<file path="src/rtl/seq_core_read.sv">
// Stage-2 decode/read for the sequencer core: resolves jumps and branches, detects
// read-after-write hazards against stage 3, and loads the stage-3 pipeline register.
// Build option: define SEQ_CORE_BRANCH_COND_EN to enable the BRZ/BRNZ conditional branches.
module seq_core_read #(
    parameter int A_SIZE = 10,
    parameter int D_SIZE = 32
) (
    input  logic              clk,
    input  logic              rst_n,
    input  logic [15:0]       ir,
    output logic              r2_pc_halt,
    output logic              r2_pc_load,
    output logic              r2_pc_loadr,
    output logic              r2_pc_flush,
    output logic [A_SIZE-1:0] r2_pc_target,
    output logic [2:0]        rf_addr_a,
    output logic [2:0]        rf_addr_b,
    output logic [2:0]        rf_addr_c,
    input  logic [D_SIZE-1:0] rf_data_a,
    input  logic [D_SIZE-1:0] rf_data_b,
    input  logic [D_SIZE-1:0] rf_data_c,
    input  logic              r3_stall,
    output logic [15:0]       r3_ir,
    output logic [D_SIZE-1:0] r3_data_a,
    output logic [D_SIZE-1:0] r3_data_b
);

    localparam logic [6:0] OP_HALT = 7'b1111111;
    localparam logic [6:0] OP_JMP  = 7'b1000000;
    localparam logic [6:0] OP_JMPR = 7'b1000001;
    localparam logic [6:0] OP_BRZ  = 7'b1001000;
    localparam logic [6:0] OP_BRNZ = 7'b1001001;

    function automatic logic is_writer(input logic [15:0] x);
        return (x[15] == 1'b0) && (x != 16'h0000);
    endfunction

    // The fetch stage has already advanced past the instruction, hence the minus one.
    function automatic logic signed [A_SIZE-1:0] rel_target(input logic [5:0] off);
        logic signed [A_SIZE-1:0] ext;
        ext = A_SIZE'($signed(off));
        return ext - A_SIZE'(1);
    endfunction

    // Stage 2 (p0): decode of the instruction presented by fetch
    logic [6:0] op_p0;
    logic       is_halt_p0, is_jmp_p0, is_jmpr_p0, is_brz_p0, is_brnz_p0;
    logic       bubble_p0;
    logic       r3_writer_p1;
    logic [2:0] r3_dest_p1;
    logic       jmp_hazard_p0, br_hazard_p0, hazard_p0, br_taken_p0;

    assign op_p0      = ir[15:9];
    assign is_halt_p0 = (op_p0 == OP_HALT);
    assign is_jmp_p0  = (op_p0 == OP_JMP);
    assign is_jmpr_p0 = (op_p0 == OP_JMPR);
    assign is_brz_p0  = (op_p0 == OP_BRZ);
    assign is_brnz_p0 = (op_p0 == OP_BRNZ);
    assign bubble_p0  = is_halt_p0 | is_jmp_p0 | is_jmpr_p0 | is_brz_p0 | is_brnz_p0;

    assign rf_addr_a = ir[5:3];
    assign rf_addr_b = ir[2:0];
    assign rf_addr_c = ir[8:6];

    assign r3_writer_p1  = is_writer(r3_ir);
    assign r3_dest_p1    = r3_ir[8:6];
    assign jmp_hazard_p0 = is_jmp_p0 && r3_writer_p1 && (r3_dest_p1 == ir[2:0]);

`ifdef SEQ_CORE_BRANCH_COND_EN
    assign br_taken_p0  = (is_brz_p0 && (rf_data_c == '0)) || (is_brnz_p0 && (rf_data_c != '0));
    assign br_hazard_p0 = (is_brz_p0 || is_brnz_p0) && r3_writer_p1 && (r3_dest_p1 == ir[8:6]);
`else
    logic unused_data_c;
    assign unused_data_c = ^rf_data_c;
    assign br_taken_p0   = 1'b0;
    assign br_hazard_p0  = 1'b0;
`endif

    assign hazard_p0 = jmp_hazard_p0 | br_hazard_p0;

    always_comb begin
        r2_pc_halt   = 1'b0;
        r2_pc_load   = 1'b0;
        r2_pc_loadr  = 1'b0;
        r2_pc_flush  = 1'b0;
        r2_pc_target = '0;
        if (r3_stall || is_halt_p0 || hazard_p0) begin
            r2_pc_halt = 1'b1;
        end else if (is_jmp_p0) begin
            r2_pc_load   = 1'b1;
            r2_pc_flush  = 1'b1;
            r2_pc_target = rf_data_b[A_SIZE-1:0];
        end else if (is_jmpr_p0 || br_taken_p0) begin
            r2_pc_loadr  = 1'b1;
            r2_pc_flush  = 1'b1;
            r2_pc_target = rel_target(ir[5:0]);
        end
    end

    // Stage 3 (p1): pipeline register, held under backpressure
    always_ff @(posedge clk or negedge rst_n) begin
        if (!rst_n) begin
            r3_ir     <= '0;
            r3_data_a <= '0;
            r3_data_b <= '0;
        end else if (!r3_stall) begin
            if (bubble_p0) begin
                r3_ir     <= '0;
                r3_data_a <= '0;
                r3_data_b <= '0;
            end else begin
                r3_ir     <= ir;
                r3_data_a <= rf_data_a;
                r3_data_b <= rf_data_b;
            end
        end
    end

endmodule

</file>
<file path="config.mk">
export PLATFORM = sky130hd
export DESIGN_NAME = seq_core_read
export DESIGN_NICKNAME = d
export VERILOG_FILES = /design/src/rtl/seq_core_read.sv
export SDC_FILE = /design/constraint.sdc
export NUM_CORES = 1
export LEC_CHECK = 0
export BUFFER_PORTS_ARGS = -buffer_cell sky130_fd_sc_hd__buf_2
export CAP_MARGIN = 20
export CORE_MARGIN = 1.5
export CORE_UTILIZATION = 39
export CTS_BUF_LIST = sky130_fd_sc_hd__clkbuf_4
export CTS_CLUSTER_DIAMETER = 120
export CTS_CLUSTER_SIZE = 28
export DETAILED_ROUTE_END_ITERATION = 6
export GPL_TIMING_DRIVEN = 0
export PLACE_DENSITY = 0.87
export SYNTH_ARGS = -nofsm -noshare
export SYNTH_HDL_FRONTEND = slang
export SYNTH_SLANG_ARGS = --single-unit
</file>
<file path="constraint.sdc">
create_clock -name clk -period 1.7 [get_ports clk]
set_input_delay 0.085 -clock clk [delete_from_list [all_inputs] [get_ports clk]]
set_output_delay 0.085 -clock clk [all_outputs]
set_load 0.1 [all_outputs]
</file>
### Word level (Yosys, flattened, before mapping)

Cells that the tools add are included.

* output and inout port bits: 103
* word-level logic and storage cells: 35
* input port bits: 115
* flip-flop bits (word level): 80

* bitwise operators: 5
* muxes and demuxes: 14
* $add $sub $neg: 1
* reduce and logical (&&, ||, !) cells: 6
* equal/unequal tests: 6

Operators with widths (count)
* two-way mux 32 bit: 2
* == test 7 bit, second input constant: 5
* two-way mux 10 bit: 3
* two-way mux 16 bit: 1
* nonzero test 16 bit: 1
* two-way mux 1 bit: 8
* subtractor 6 x 2 -> 7 bit, second input constant: 1
* bitwise OR 1 bit: 4
* == test 3 bit: 1
* logical AND 1 bit: 3
* logical OR 1 bit: 2
* NOT 1 bit: 1

### Logic depth before layout (Yosys ltp)

Gate-level depths: netlist of run 1.

* depth in word-level cells: 6
* mapped depth: 6
* gate-level depth less buffers: 6

### Worst setup path after synthesis of run 1

OpenSTA, ideal clock, no wires.

* kind: register to output
* start: reg r3_ir[8]
* end: out r2_pc_halt
* stages on the path, launching flop included: 6
* arrival time: 4.101 ns
* slack: -2.486 ns
* cells stage by stage: dfrtp_1 xor2_1 or4_4 or2_0 buf_6 o21ai_0

* word-level cells in the longest chain between the ends: 6
* elaborated cells on any way between the ends: 7
* classes of those cells: eq/ne: 1; mux: 1; reduce/logical: 5

RTL lines
* start, declared: line 23 `output logic [15:0] r3_ir,`
* start signal, assigned: line 112 `r3_ir <= ir;`
* nonzero test 16 bit: line 35 `return (x[15] == 1'b0) && (x != 16'h0000);`
* logical AND 1 bit: line 35
* logical AND 1 bit: line 67 `assign jmp_hazard_p0 = is_jmp_p0 && r3_writer_p1 && (r3_dest_p1 == ir[2:0]);`
* logical AND 1 bit *: line 67
* logical OR 1 bit *: line 87 `if (r3_stall || is_halt_p0 || hazard_p0) begin`
* two-way mux 1 bit *: line 87
* end, declared: line 11 `output logic r2_pc_halt,`

Every way passes the cells marked *; elsewhere a longest branch is shown, timed or not.

### Worst setup path after layout of run 1

* start: reg r3_ir[6]
* end: out r2_pc_target[2]

* word-level cells in the longest chain between the ends: 6
* elaborated cells on any way between the ends: 7
* classes of those cells: eq/ne: 1; mux: 1; reduce/logical: 5

RTL lines
* nonzero test 16 bit: line 35
* logical AND 1 bit: line 35
* logical AND 1 bit: line 67
* logical AND 1 bit *: line 67
* logical OR 1 bit *: line 87
* two-way mux 10 bit *: line 87
* end, declared: line 15 `output logic [A_SIZE-1:0] r2_pc_target,`

Marked as above.

==> results of run 1 <==
==> where the power goes <==
part / leakage (uW) / internal (uW) / switching, uW
Sequential: 0.000961 / 2090 / 123
Clock: 0.0000840 / 609 / 659
Combinational: 0.00181 / 544 / 1850
Total: 0.00285 / 3240 / 2630
==> logic make-up (layout without fill, tap and decap cells) <==
logic type,Yosys count,after routing,synth area share (%)
buffers and inverters,31,317,5.23
XOR/XNOR,6,6,1.60
adder cells (fa/ha/maj),1,1,0.382
AND/OR/NAND/NOR,28,28,5.12
AO/OA/AOI/OAI,100,100,26.5
flip-flops,80,80,61.1
==> cells in the mapped netlist, drive strengths merged <==
master  instances  area share, %
o211ai          2           0.46
nor3b           1           0.23
nor4            6            1.1
nand2           3           0.34
and4            2           0.57
nor2            5           0.57
o21a            1           0.23
a32o            1           0.31
xnor2           3           0.80
a21oi           2           0.31
a31o            4            1.1
xor2            3           0.80
a41oi           1           0.50
dfrtp          80             61
nand3           1           0.15
or2             1           0.19
and2            2           0.38
clkbuf          9            1.0
or4             1           0.34
a41o            2           0.61
nor3            2           0.31
a21boi          1           0.34
o31a            1           0.27
nor4b           1           0.27
o311a           1           0.31
or3             1           0.23
a22o           81             22
and3            2           0.38
o21ai           3           0.46
buf            19            3.9
ha              1           0.38
inv             2           0.23
clkinv          1           0.11
==> registers in the layout (all words and copies together) (netlist names) <==
register and flops:
r3_data_a 32, r3_data_b 32, r3_ir 16
==> metrics by stage <==
stage / utilization, % / setup TNS (ns) / setup WS, ns / total power [uW] / instance area (um^2)
2_1_floorplan: - / -5.84 / -0.636 / 3950 / 3370
3_5_place_dp: 54.3 / -15.01 / -0.510 / 4420 / 4440
3_3_place_gp: 54.0 / -13.76 / -0.487 / 4370 / 4410
6_report: 70.8 / -9.25 / -0.787 / 5870 / 5780
4_1_cts: 69.7 / -9.26 / -0.776 / 5870 / 5700
5_1_grt: 70.8 / -9.98 / -0.836 / 6090 / 5780
==> worst paths after layout <==
check	start	end	slack, ns	cells after the start
min in group asynchronous	rst_n	r3_data_b[4]	0.18	2
max in group asynchronous	rst_n	r3_ir[13]	0.91	3
min	ir[9]	r3_ir[9]	0.07	2
max reg2reg	r3_ir[7]	r3_ir[7]	0.73	2
min reg2reg	r3_data_a[2]	r3_data_a[2]	0.52	1
max	r3_ir[6]	r2_pc_target[2]	-0.79	6
==> worst max-delay path, delay by kind of cell, from the launching register on <==
kind	cells	cell delay, ns
and+or+nand+nor	2	0.80
DFF	1	0.44
buffers and inverters	2	0.31
AOI/OAI and AO/OA	1	0.26
xor gates and xnor gates	1	0.18
==> layout make-up <==
type	instances	area, um^2	area share [%]
well taps	105	131	2.27
inverters	3	11.3	0.195
clock inverters	6	85.1	1.47
plain buffers	28	160	2.77
flip-flops and latches	80	2040	35.2
repair buffers	270	1990	34.5
clock buffers	10	75.1	1.30
multi-input cells	135	1290	22.3
==> routing by layer <==
layer / share of wire, % / track usage, % / vias to the layer above
met5: 0 / 0 / -
met4: 2.8 / 10.3 / 0
met3: 7.0 / 7.09 / 32
met2: 53 / 48.2 / 158
met1: 37 / 27.9 / 1648
li1: - / - / 1515
==> timing repair <==
item / 4_1_cts / 5_1_grt
resized for setup: 65 / 13
buffers inserted: 4 / 1
cloned: 1 / 0
pin swaps: 12 / 5
endpoints found under the setup margin: 14 / 14
hold endpoints to repair: 118 / 0
hold buffers: 80 / 0
==> reports/qor.yml, run 1 <==
status: "complete, but fails checks"
failed_checks: "negative setup slack"
p_leak_uw: 0.00285
maxCapViolCount: 0
synth_area_per_cell_um2: 13.3
fin_cells: 637
cts_buffer_depth: 2
grt_max_degree: 42
area_growth_pct: 76.6
syn_inst: 246
start_util_pct: 40.1
synthesis.nets: 362
cts_inserted_buffers: 9
finalCritPeriodShare_pct: 146
dp.cells: 535
drive_gt1_share_pct: 50.2
vias_per_cell: 5.26
clock_sinks: 80
h-tree-depth: 3
placementRows: 33
rsz0062_at_grt: "yes"
io_buffers: 183
drtIter0Drc: 152
skew_ns: 0
die_h_um: 94.6
min_period_ns: 2.49
final_nets: 643
worst-path-max-fanout: 5
overflow: 0
setup_ws_ns: -0.787
synth-seq-cells: 80
mostFrequentLayoutCell: "buf_2"
clk_latency_ns: 0.39
yosysSeqAreaShare_pct: 61.1
clk_pin_slew_ns: 0.14
path_class: "flip-flop to output port"
worst_setup_path_start_kind: "flip-flop"
ir_worst_vdd_mv: 0.559
cp.required_ns: 1.62
gp_congestion: 0.808
tightest_slew_ns: 0.716
num_antenna_cells: 0
max-slew-margin-rel_pct: 52.2
wire_per_inst_um: 18.6
yosysUniqueCellTypes: 38
critical_path.max_stage_delay_ns: 0.53
drt_wl_total_mm: 11.8
grt_pass1_vias: 3575
layout_common_cells: "buf_2, dlygate4sd3_1, a22o_1"
synthesis.area_mm2: 0.00328
dp_hpwl_mm: 7.18
maxSlewViolCount: 0
finalHoldViolCount: 0
yosysWarnings: 0
crit_chain: "xor2_1 > or4_4 > or2_4 > buf_6 > a41o_4 > buf_12"
powerDensity_mw_per_mm2: 1020
dieArea_mm2: 0.00896
cts_tree: "yes"
antenna_found_initial: 0
track_usage_pct: 26.1
first_pass_iters: 5
fmax_mhz: 402
slowest_stage: "or4_4"
whs_ns: 0.0733
boundaryPins: 218
vias: 3353
die_width_um: 94.6
coreArea_mm2: 0.00818
hp-class: "primary input to flip-flop"
drcViolationCount: 0
fillers: 566
grt_pass1_wl_mm: 17.7
postRouteAntennaNets: 0
finalSetupViolations: 13
critPathCaptureType: "output port"
cts-root-buf: "clkbuf_4"
crit_arrival_ns: 2.40
No activity file was read; power rests on OpenSTA's default activity.
==> run 2, diff against run 1 <==
--- a/config.mk
+++ b/config.mk
@@ -14,7 +14,8 @@
 export CTS_CLUSTER_SIZE = 28
 export DETAILED_ROUTE_END_ITERATION = 6
 export GPL_TIMING_DRIVEN = 0
-export PLACE_DENSITY = 0.87
+export PLACE_DENSITY = 0.8
+export SKIP_CTS_REPAIR_TIMING = 1
 export SYNTH_ARGS = -nofsm -noshare
 export SYNTH_HDL_FRONTEND = slang
 export SYNTH_SLANG_ARGS = --single-unit
==> run 2 against run 1 <==
Effect of this change:
- fmax fell by 1.2%
- cell area fell by 1.7%
- first-iteration DRC count fell by 11%
- clock-buffer cell count fell by 1
- largest cell class unchanged
- hold slack got worse by 0.050 ns
- largest power group unchanged
- critical endpoint unchanged
- the flow still finishes with violations (negative setup slack)
- non-clock buffer count fell by 3
- routed wire length fell by 1.7%
==> reports/qor.yml, run 2 (synthesized netlist as in run 1, its figures left out) <==
status: "complete, but fails checks"
failed_checks: "negative setup slack"
track_usage_pct: 20.4  # -5.7 points
skew_ns: 0  # unchanged
cp.required_ns: 1.62  # about the same
clock_sinks: 80  # unchanged
p_leak_uw: 0.00280  # -1.8%
dp_hpwl_mm: 6.99  # -2.6%
overflow: 0  # unchanged
powerDensity_mw_per_mm2: 979  # -3.6%
worst-path-max-fanout: 5  # unchanged
die_width_um: 94.6  # unchanged
worst_setup_path_start_kind: "flip-flop"
finalHoldViolCount: 0  # unchanged
cts_tree: "yes"
cts_buffer_depth: 2  # unchanged
drt_wl_total_mm: 11.6  # -1.7%
final_nets: 640  # -0.47%
antenna_found_initial: 0  # unchanged
critPathCaptureType: "output port"
grt_pass1_wl_mm: 14.0  # -21%
first_pass_iters: 4  # -1
finalSetupViolations: 13  # unchanged
vias: 3370  # +0.51%
wire_per_inst_um: 18.3  # -1.3%
tightest_slew_ns: 0.730  # +0.0141 ns
drcViolationCount: 0  # unchanged
drive_gt1_share_pct: 49.7  # -0.47 points
dp.cells: 535  # unchanged
fmax_mhz: 397  # -1.2%
reg_top3: "r3_data_a (32), r3_data_b (32), r3_ir (16)"
crit_chain: "xor2_2 > or4_4 > or2_4 > buf_6 > a41o_4 > buf_12"
cp_num_buf_inv: 2  # unchanged
place_ws_ns: -0.508  # +0.00182 ns
critPathTopFamily: "simple AND/OR/NAND/NOR gates"
hp-class: "primary input to flip-flop"
num_antenna_cells: 0  # unchanged
maxCapViolCount: 0  # unchanged
path_class: "flip-flop to output port"
critical_path.max_stage_delay_ns: 0.52  # about the same
grt_pass1_vias: 2813  # -21%
coreArea_mm2: 0.00818  # unchanged
rsz0062_at_grt: "yes"
cts_inserted_buffers: 9  # unchanged
cts-root-buf: "clkbuf_4"
crit_arrival_ns: 2.43  # +0.03 ns
area_growth_pct: 73.5
grt_max_degree: 42  # unchanged
io_buffers: 183  # unchanged
boundaryPins: 218  # unchanged
h-tree-depth: 3  # unchanged
finalCritPeriodShare_pct: 148  # +1.7 points
fin_cells: 634  # -0.47%
fin_tns_setup_ns: -9.69  # -0.442 ns
min_period_ns: 2.52  # +0.0296 ns
placementRows: 33  # unchanged
layout_common_cells: "buf_2, a22o_1, dlygate4sd3_1"
max-slew-margin-rel_pct: 51.3  # -0.94 points
gp_congestion: 0.812  # +0.53%
maxSlewViolCount: 0  # unchanged
start_util_pct: 40.1  # unchanged
power_uw: 5570  # -5.2%
final_core_util_pct: 69.5  # -1.2 points
postRouteAntennaNets: 0  # unchanged
mostFrequentLayoutCell: "buf_2"
vias_per_cell: 5.32  # +0.98%
ir_worst_vdd_mv: 0.506  # -9.4%
drtIter0Drc: 135  # -11%
clk_latency_ns: 0.41  # +0.02 ns
clk_pin_slew_ns: 0.13  # about the same
die_h_um: 94.6  # unchanged
slowest_stage: "dfrtp_4"
dieArea_mm2: 0.00896  # unchanged
setup_ws_ns: -0.817  # -0.0296 ns
-- run 2: cell count changes in the layout (fill, tap and decap cells not counted), moves of 2 or more --
cell | previous run | this run
clkinvlp_4 | 1 | 3
buf_6 | 4 | 2
bufinv_16 | 2 | 0
nor4_1 | 2 | 4
nor4_2 | 3 | 1
-- run 2: report_power, final --
group / total [uW] / switching [uW] / internal [uW]
Sequential: 2210 / 121 / 2090
Clock: 977 / 679 / 298
Combinational: 2380 / 1840 / 537
Total: 5570 / 2640 / 2930
-- run 2: cell type report --
class	instances	area, um^2
flip-flops and latches	80	2040
well taps	105	131
fillers	573	2490
multi-input cells	135	1270
plain buffers	28	160
clock inverters	7	47.5
clock buffers	9	67.6
inverters	3	11.3
repair buffers	267	1960
-- run 2: worst paths after layout --
check                         startpoint              end  slack (ns)  cells after the start
max                             r3_ir[7]  r2_pc_target[2]       -0.82                      6
min in group asynchronous          rst_n     r3_data_b[5]        0.18                      2
max in group asynchronous          rst_n         r3_ir[1]        0.91                      3
min                                ir[1]         r3_ir[1]        0.02                      2
min reg2reg                r3_data_a[23]    r3_data_a[23]        0.52                      1
max reg2reg                     r3_ir[7]         r3_ir[7]        0.72                      2
-- run 2: per-stage QoR --
stage	area, um^2	hold WS, ns
detailed placement	4440	0.0974
global route	5680	0.00184
floorplan	3370	-0.211
global placement	4410	0.302
finish	5680	0.0237
CTS	4550	-0.379
-- run 2: layer usage --
layer  wire, um  GRT usage, %
met5          0             0
met4        257          9.20
met3        641          4.35
met2       6240          32.6
met1       4500          26.6
